[src/rtl/ref_row_streamer.sv]
// Reference-window row streamer: fetches 15 rows of 15 pixels from word-wide frame
// memory, aligns and edge-replicates each row, and hands it to the interpolator.
//
// state   | meaning
// IDLE    | waiting for start
// REQ     | issue one memory read for word w of row r
// WAIT    | waiting for mem_rvalid, store word in slot w
// PRESENT | row assembled, row_valid high until row_ready
// FIN     | one-cycle done pulse
module ref_row_streamer #(
    parameter int FRAME_W = 64,
    parameter int FRAME_H = 64,
    parameter int ADDR_W  = 16
) (
    input  logic              clk,
    input  logic              rst,
    input  logic              start,
    input  logic [7:0]        x0,
    input  logic [7:0]        y0,
    output logic              busy,
    output logic              mem_rd,
    output logic [ADDR_W-1:0] mem_addr,
    input  logic [63:0]       mem_rdata,
    input  logic              mem_rvalid,
    output logic [119:0]      in_row,
    output logic              row_valid,
    input  logic              row_ready,
    output logic [3:0]        row_idx,
    output logic              done
);

    typedef enum logic [2:0] {IDLE, REQ, WAIT, PRESENT, FIN} state_t;

    state_t      state, state_nxt;
    logic [7:0]  x0_q, y0_q, x0_nxt, y0_nxt;
    logic [3:0]  r_q, r_nxt;
    logic [1:0]  w_q, w_nxt;
    logic        slot_we;
    logic [63:0] slot [3];

    logic [8:0]   x_end, x_last, y_sum, ry, edge_sel;
    logic [5:0]   w_diff;
    logic [1:0]   w_last;
    logic [31:0]  addr_full;
    logic [191:0] cat, shifted;
    logic [7:0]   edge_pix;
    logic [119:0] row_asm;

    // Index of the last word needed for the current row, relative to x0>>3
    always_comb begin
        x_end  = {1'b0, x0_q} + 9'd14;
        x_last = (x_end > 9'(FRAME_W - 1)) ? 9'(FRAME_W - 1) : x_end;
        w_diff = x_last[8:3] - {1'b0, x0_q[7:3]};
        w_last = w_diff[1:0];
    end

    always_comb begin
        state_nxt = state;
        x0_nxt    = x0_q;
        y0_nxt    = y0_q;
        r_nxt     = r_q;
        w_nxt     = w_q;
        slot_we   = 1'b0;
        case (state)
            IDLE: begin
                if (start) begin
                    x0_nxt    = x0;
                    y0_nxt    = y0;
                    r_nxt     = 4'd0;
                    w_nxt     = 2'd0;
                    state_nxt = REQ;
                end
            end
            REQ: state_nxt = WAIT;
            WAIT: begin
                if (mem_rvalid) begin
                    slot_we = 1'b1;
                    if (w_q < w_last) begin
                        w_nxt     = w_q + 2'd1;
                        state_nxt = REQ;
                    end else begin
                        state_nxt = PRESENT;
                    end
                end
            end
            PRESENT: begin
                if (row_ready) begin
                    if (r_q == 4'd14) begin
                        state_nxt = FIN;
                    end else begin
                        r_nxt     = r_q + 4'd1;
                        w_nxt     = 2'd0;
                        state_nxt = REQ;
                    end
                end
            end
            FIN:     state_nxt = IDLE;
            default: state_nxt = IDLE;
        endcase
    end

    // Address of the next read, computed from the values the FSM is about to hold
    always_comb begin
        y_sum     = {1'b0, y0_nxt} + {5'd0, r_nxt};
        ry        = (y_sum > 9'(FRAME_H - 1)) ? 9'(FRAME_H - 1) : y_sum;
        addr_full = 32'(ry) * 32'(FRAME_W / 8) + 32'(x0_nxt[7:3]) + 32'(w_nxt);
    end

    // Row assembly sees the word arriving this cycle as if it were already in its slot
    always_comb begin
        for (int k = 0; k < 3; k++) begin
            cat[64*k +: 64] = (w_q == 2'(k)) ? mem_rdata : slot[k];
        end
        shifted  = cat >> {x0_q[2:0], 3'b000};
        edge_sel = 9'(FRAME_W - 1) - {1'b0, x0_q};
        edge_pix = shifted[{edge_sel[3:0], 3'b000} +: 8];
        for (int i = 0; i < 15; i++) begin
            row_asm[8*i +: 8] = (({1'b0, x0_q} + 9'(i)) >= 9'(FRAME_W)) ? edge_pix
                                                                       : shifted[8*i +: 8];
        end
    end

    always_ff @(posedge clk or negedge rst) begin
        if (!rst) begin
            state     <= IDLE;
            x0_q      <= '0;
            y0_q      <= '0;
            r_q       <= '0;
            w_q       <= '0;
            slot[0]   <= '0;
            slot[1]   <= '0;
            slot[2]   <= '0;
            busy      <= 1'b0;
            mem_rd    <= 1'b0;
            mem_addr  <= '0;
            in_row    <= '0;
            row_valid <= 1'b0;
            row_idx   <= '0;
            done      <= 1'b0;
        end else begin
            state     <= state_nxt;
            x0_q      <= x0_nxt;
            y0_q      <= y0_nxt;
            r_q       <= r_nxt;
            w_q       <= w_nxt;
            if (slot_we) slot[w_q] <= mem_rdata;
            busy      <= (state_nxt == REQ) || (state_nxt == WAIT) || (state_nxt == PRESENT);
            mem_rd    <= (state_nxt == REQ);
            if (state_nxt == REQ) mem_addr <= addr_full[ADDR_W-1:0];
            if (state == WAIT && mem_rvalid && state_nxt == PRESENT) in_row <= row_asm;
            row_valid <= (state_nxt == PRESENT);
            row_idx   <= r_nxt;
            done      <= (state_nxt == FIN);
        end
    end

endmodule
[config.mk]
export PLATFORM = sky130hd
export DESIGN_NAME = ref_row_streamer
export DESIGN_NICKNAME = d
export VERILOG_FILES = /design/src/rtl/ref_row_streamer.sv
export SDC_FILE = /design/constraint.sdc
export NUM_CORES = 1
export LEC_CHECK = 0
export BUFFER_PORTS_ARGS = -buffer_cell sky130_fd_sc_hd__buf_2
export CORE_UTILIZATION = 49
export DETAILED_ROUTE_END_ITERATION = 7
export PLACE_DENSITY = 0.73
export SLEW_MARGIN = 20
export SYNTH_ARGS = -nofsm -noshare
export SYNTH_HDL_FRONTEND = slang
export SYNTH_SLANG_ARGS = --single-unit
[constraint.sdc]
create_clock -name clk -period 6.25 [get_ports clk]
set_input_delay 0.9375 -clock clk [delete_from_list [all_inputs] [get_ports clk]]
set_output_delay 0.9375 -clock clk [all_outputs]
set_load 0.01 [all_outputs]
==> flow_summary.yaml <==
cts:
  clkLatencyLatePin_ps: 570
  cts-htree-levels: 2
  cts.sinks: 338
  clk_path_buf_depth: 3
  ctsHoldBuffers: 0
  cts_tree: "built"
  cts_root_buf: "clkbuf_16"
  ctsResizeCount: 0
  cts_setup_buffers: 0
  clkTransAtPathRegs_ps: 60
  cts_buffers: 38
power_and_ir_drop:
  seqPwrFrac: 0.243
  p_comb_frac: 0.614
  p_leak_nw: 11.0
  internal_power_mw: 8.87
  p_switching_mw: 7.53
  switching_share: 0.459
  peakVddDrop_mv: 0.366
  power_density_nw_per_um2: 659
  clkPwrFrac: 0.143
status:
  status: "finished, final reports clean"
timing:
  finalSetupViolations: 0
  finalCritPeriodShare: 0.901
  worstMarginPinSlew_ps: 1150
  skew_ps: 18.5
  worst_slew_margin_rel: 0.233
  max_freq_mhz: 178
  setup_slack_ps: 620
  tns_ps: 0
  hold_viol: 0
  final.min_clock_period_ps: 5630
  slew_viol_final: 0
  grt_setup_unrepaired: "false"
logic_synthesis:
  async_flop_share: 1.00
  syn_area_um2: 22200
  ys.flop_type: "dfrtp_1"
  yosys_warnings: 0
  synth_edf_count: 0
  synth_cell_types: 73
  ys_ff_latch: 338
  seq_area_frac_synth: 0.381
  synth_area_per_cell_um2: 11.0
  syn_inst: 2025
routing:
  antenna_left: 0
  dr.pass1.iters: 6
  totalWireLength_mm: 68.9
  wl_per_cell_um: 24.9
  via_per_inst: 6.35
  first_iter_violations: 2317
  drc_errors: 0
  vias: 17600
setup_path:
  ff2ff_setup_slack_ps: 620
  crit_chain: "inv_2 -> ha_1 -> nand2_1 -> o32a_1 -> o21ai_0 -> and2_1 -> buf_4 -> o21ai_0 -> mux2_2 -> ha_1 -> nor2b_1 -> a32o_1 -> nor4_1 -> o21ai_1 -> buf_4 -> inv_1 -> o21ai_0 -> fa_1 -> nand4_1 -> mux2i_1 -> a211oi_4 -> nand3_1 -> o2111a_1 -> a211oi_2"
  crit_path_max_fanout: 22
  worst-path-buf-inv: 4
  worst_setup_path_end_kind: "register"
  cp_top_family: "compound AO/OA/AOI/OAI gates"
  crit_arrival_ps: 6100
  crit_required_ps: 6720
  slowest_stage: "fa_1"
  crit_type: "reg -> reg"
  crit_top_cell: "o21ai_0"
  crit_path_start_kind: "register"
  cpPeakStageDelay_ps: 530
global_routing:
  grt_usage: 0.301
  grt-ovfl-total: 0
  grt_first_pass_wirelength_mm: 107
  first_global_vias: 16700
  grt_max_degree: 189
  grt_antenna_before_repair: 12
place:
  dp_worst_setup_slack_ps: 738
  dpl.hpwl_mm: 49.5
  numPortBuffers: 225
  dp.cells: 2699
  routabilityCongestion: 0.949
final_layout:
  layout_common_cells: "dfrtp_1, nand2_1, mux2_2, buf_2, mux2i_1"
  mostFrequentLayoutCell: "dfrtp_1"
  stdcell_count: 2768
  nNetsFinal: 2253
  areaGrowthSynthToFinish_pct: 12.0
  drive_gt1_frac: 0.351
flow_run:
  maxCapViolations: 0
min_path:
  holdCritPathClass: "in -> async"
floorplan:
  core.rowCount: 77
  start_util: 0.500
  die_y_um: 215
  die_w_um: 215
  fp.dieArea_um2: 46200
  ioPinCount: 229
  core_um2: 44400
[power groups by stage]
| stage | sequential [mW] | clock, mW | combinational [mW] |
|---|---|---|---|
| final | 3.98 | 2.34 | 10.1 |
| after CTS | 3.96 | 2.38 | 9.84 |
| after floorplan | 3.86 | 0 | 6.89 |
| after detailed placement | 3.99 | 0 | 9.79 |
| after global placement | 3.92 | 0 | 9.64 |
| after global routing | 4.10 | 2.46 | 10.8 |
[kinds of logic (layout without fill, tap and decap cells)]
kind of cell / count (synthesis) / after routing / share of synthesized area
multiplexers: 567 / 567 / 0.357
AND/OR/NAND/NOR: 542 / 542 / 0.107
AO/OA/AOI/OAI: 353 / 353 / 0.0961
flip-flops: 338 / 338 / 0.381
buffers and inverters: 195 / 341 / 0.0429
adder cells (fa/ha/maj): 21 / 21 / 0.0125
XOR/XNOR: 8 / 8 / 0.00316
other: 1 / 6 / 0.000169
[flip-flops by register name (all words and copies together) (netlist names)]
register / cells
busy: 1
mem_addr: 13
x0_q: 8
r_q: 4
done: 1
in_row: 120
slot: 176
mem_rd: 1
state: 3
w_q: 2
row_valid: 1
y0_q: 8
[worst paths after layout]
| check | start | end | cells past startpoint |
|---|---|---|---|
| min in group clk | in_row[38] | in_row[38] | 2 |
| setup reg to reg | x0_q[2] | mem_addr[8] | 24 |
| setup / recovery | x0_q[2] | mem_addr[8] | 24 |
| hold reg to reg | in_row[38] | in_row[38] | 2 |
| hold / removal | rst | slot[72] | 1 |
| max in group asynchronous | rst | x0_q[2] | 2 |
[through the flow]
step / instance area (µm²) / utilization / power (mW) / hold WS, ps
global placement: 23600 / 0.530 / 13.6 / 457
global route: 24900 / 0.560 / 17.3 / 252
floorplan: 22200 / - / 10.8 / 474
finish: 24900 / 0.560 / 16.4 / 246
detailed placement: 23600 / 0.530 / 13.8 / 461
CTS: 24900 / 0.560 / 16.2 / 233
[Yosys cell counts (11+ instances only)]
cell type	number	area, µm²
and3_1	43	269
nand2b_1	11	68.8
mux4_2	154	3470
a31oi_1	35	219
ha_1	19	238
nor2_1	93	349
mux2_2	258	2910
nand3_1	34	170
clkbuf_1	70	263
buf_4	21	158
o211ai_1	11	82.6
buf_1	11	41.3
o21ai_0	150	751
mux2i_1	155	1550
nand2_1	306	1150
a21oi_1	80	400
dfrtp_1	338	8460
buf_2	65	325
a211oi_1	15	113
inv_1	16	60.1
[layer usage]
metal	global-route usage	vias up	wire length, µm
met5	0	-	126
met4	0.0745	18	1590
met3	0.0886	127	7280
met2	0.397	846	28100
met1	0.474	8846	31800
li1	-	7740	-
[worst reg2reg max path: stages (launching register included)]
cell and delay [ps]:
dfrtp_4 500, inv_2 80, ha_1 290, nand2_1 110
o32a_1 210, o21ai_0 200, and2_1 150, buf_4 220
o21ai_0 140, mux2_2 290, ha_1 300, nor2b_1 140
a32o_1 320, nor4_1 320, o21ai_1 120, buf_4 210
inv_1 170, o21ai_0 210, fa_1 530, nand4_1 140
mux2i_1 120, a211oi_4 320, nand3_1 120, o2111a_1 170
a211oi_2 150
[cell type report]
cell class,instances,area [µm²]
timing repair buffer,256,1420
fill,3772,19500
multi-input combinational,1494,12900
antenna,3,7.51
tap,592,741
inverter,19,73.8
clock inverter,9,134
clock buffer,57,1170
sequential,338,8470
(Power assumes the default switching activity.)
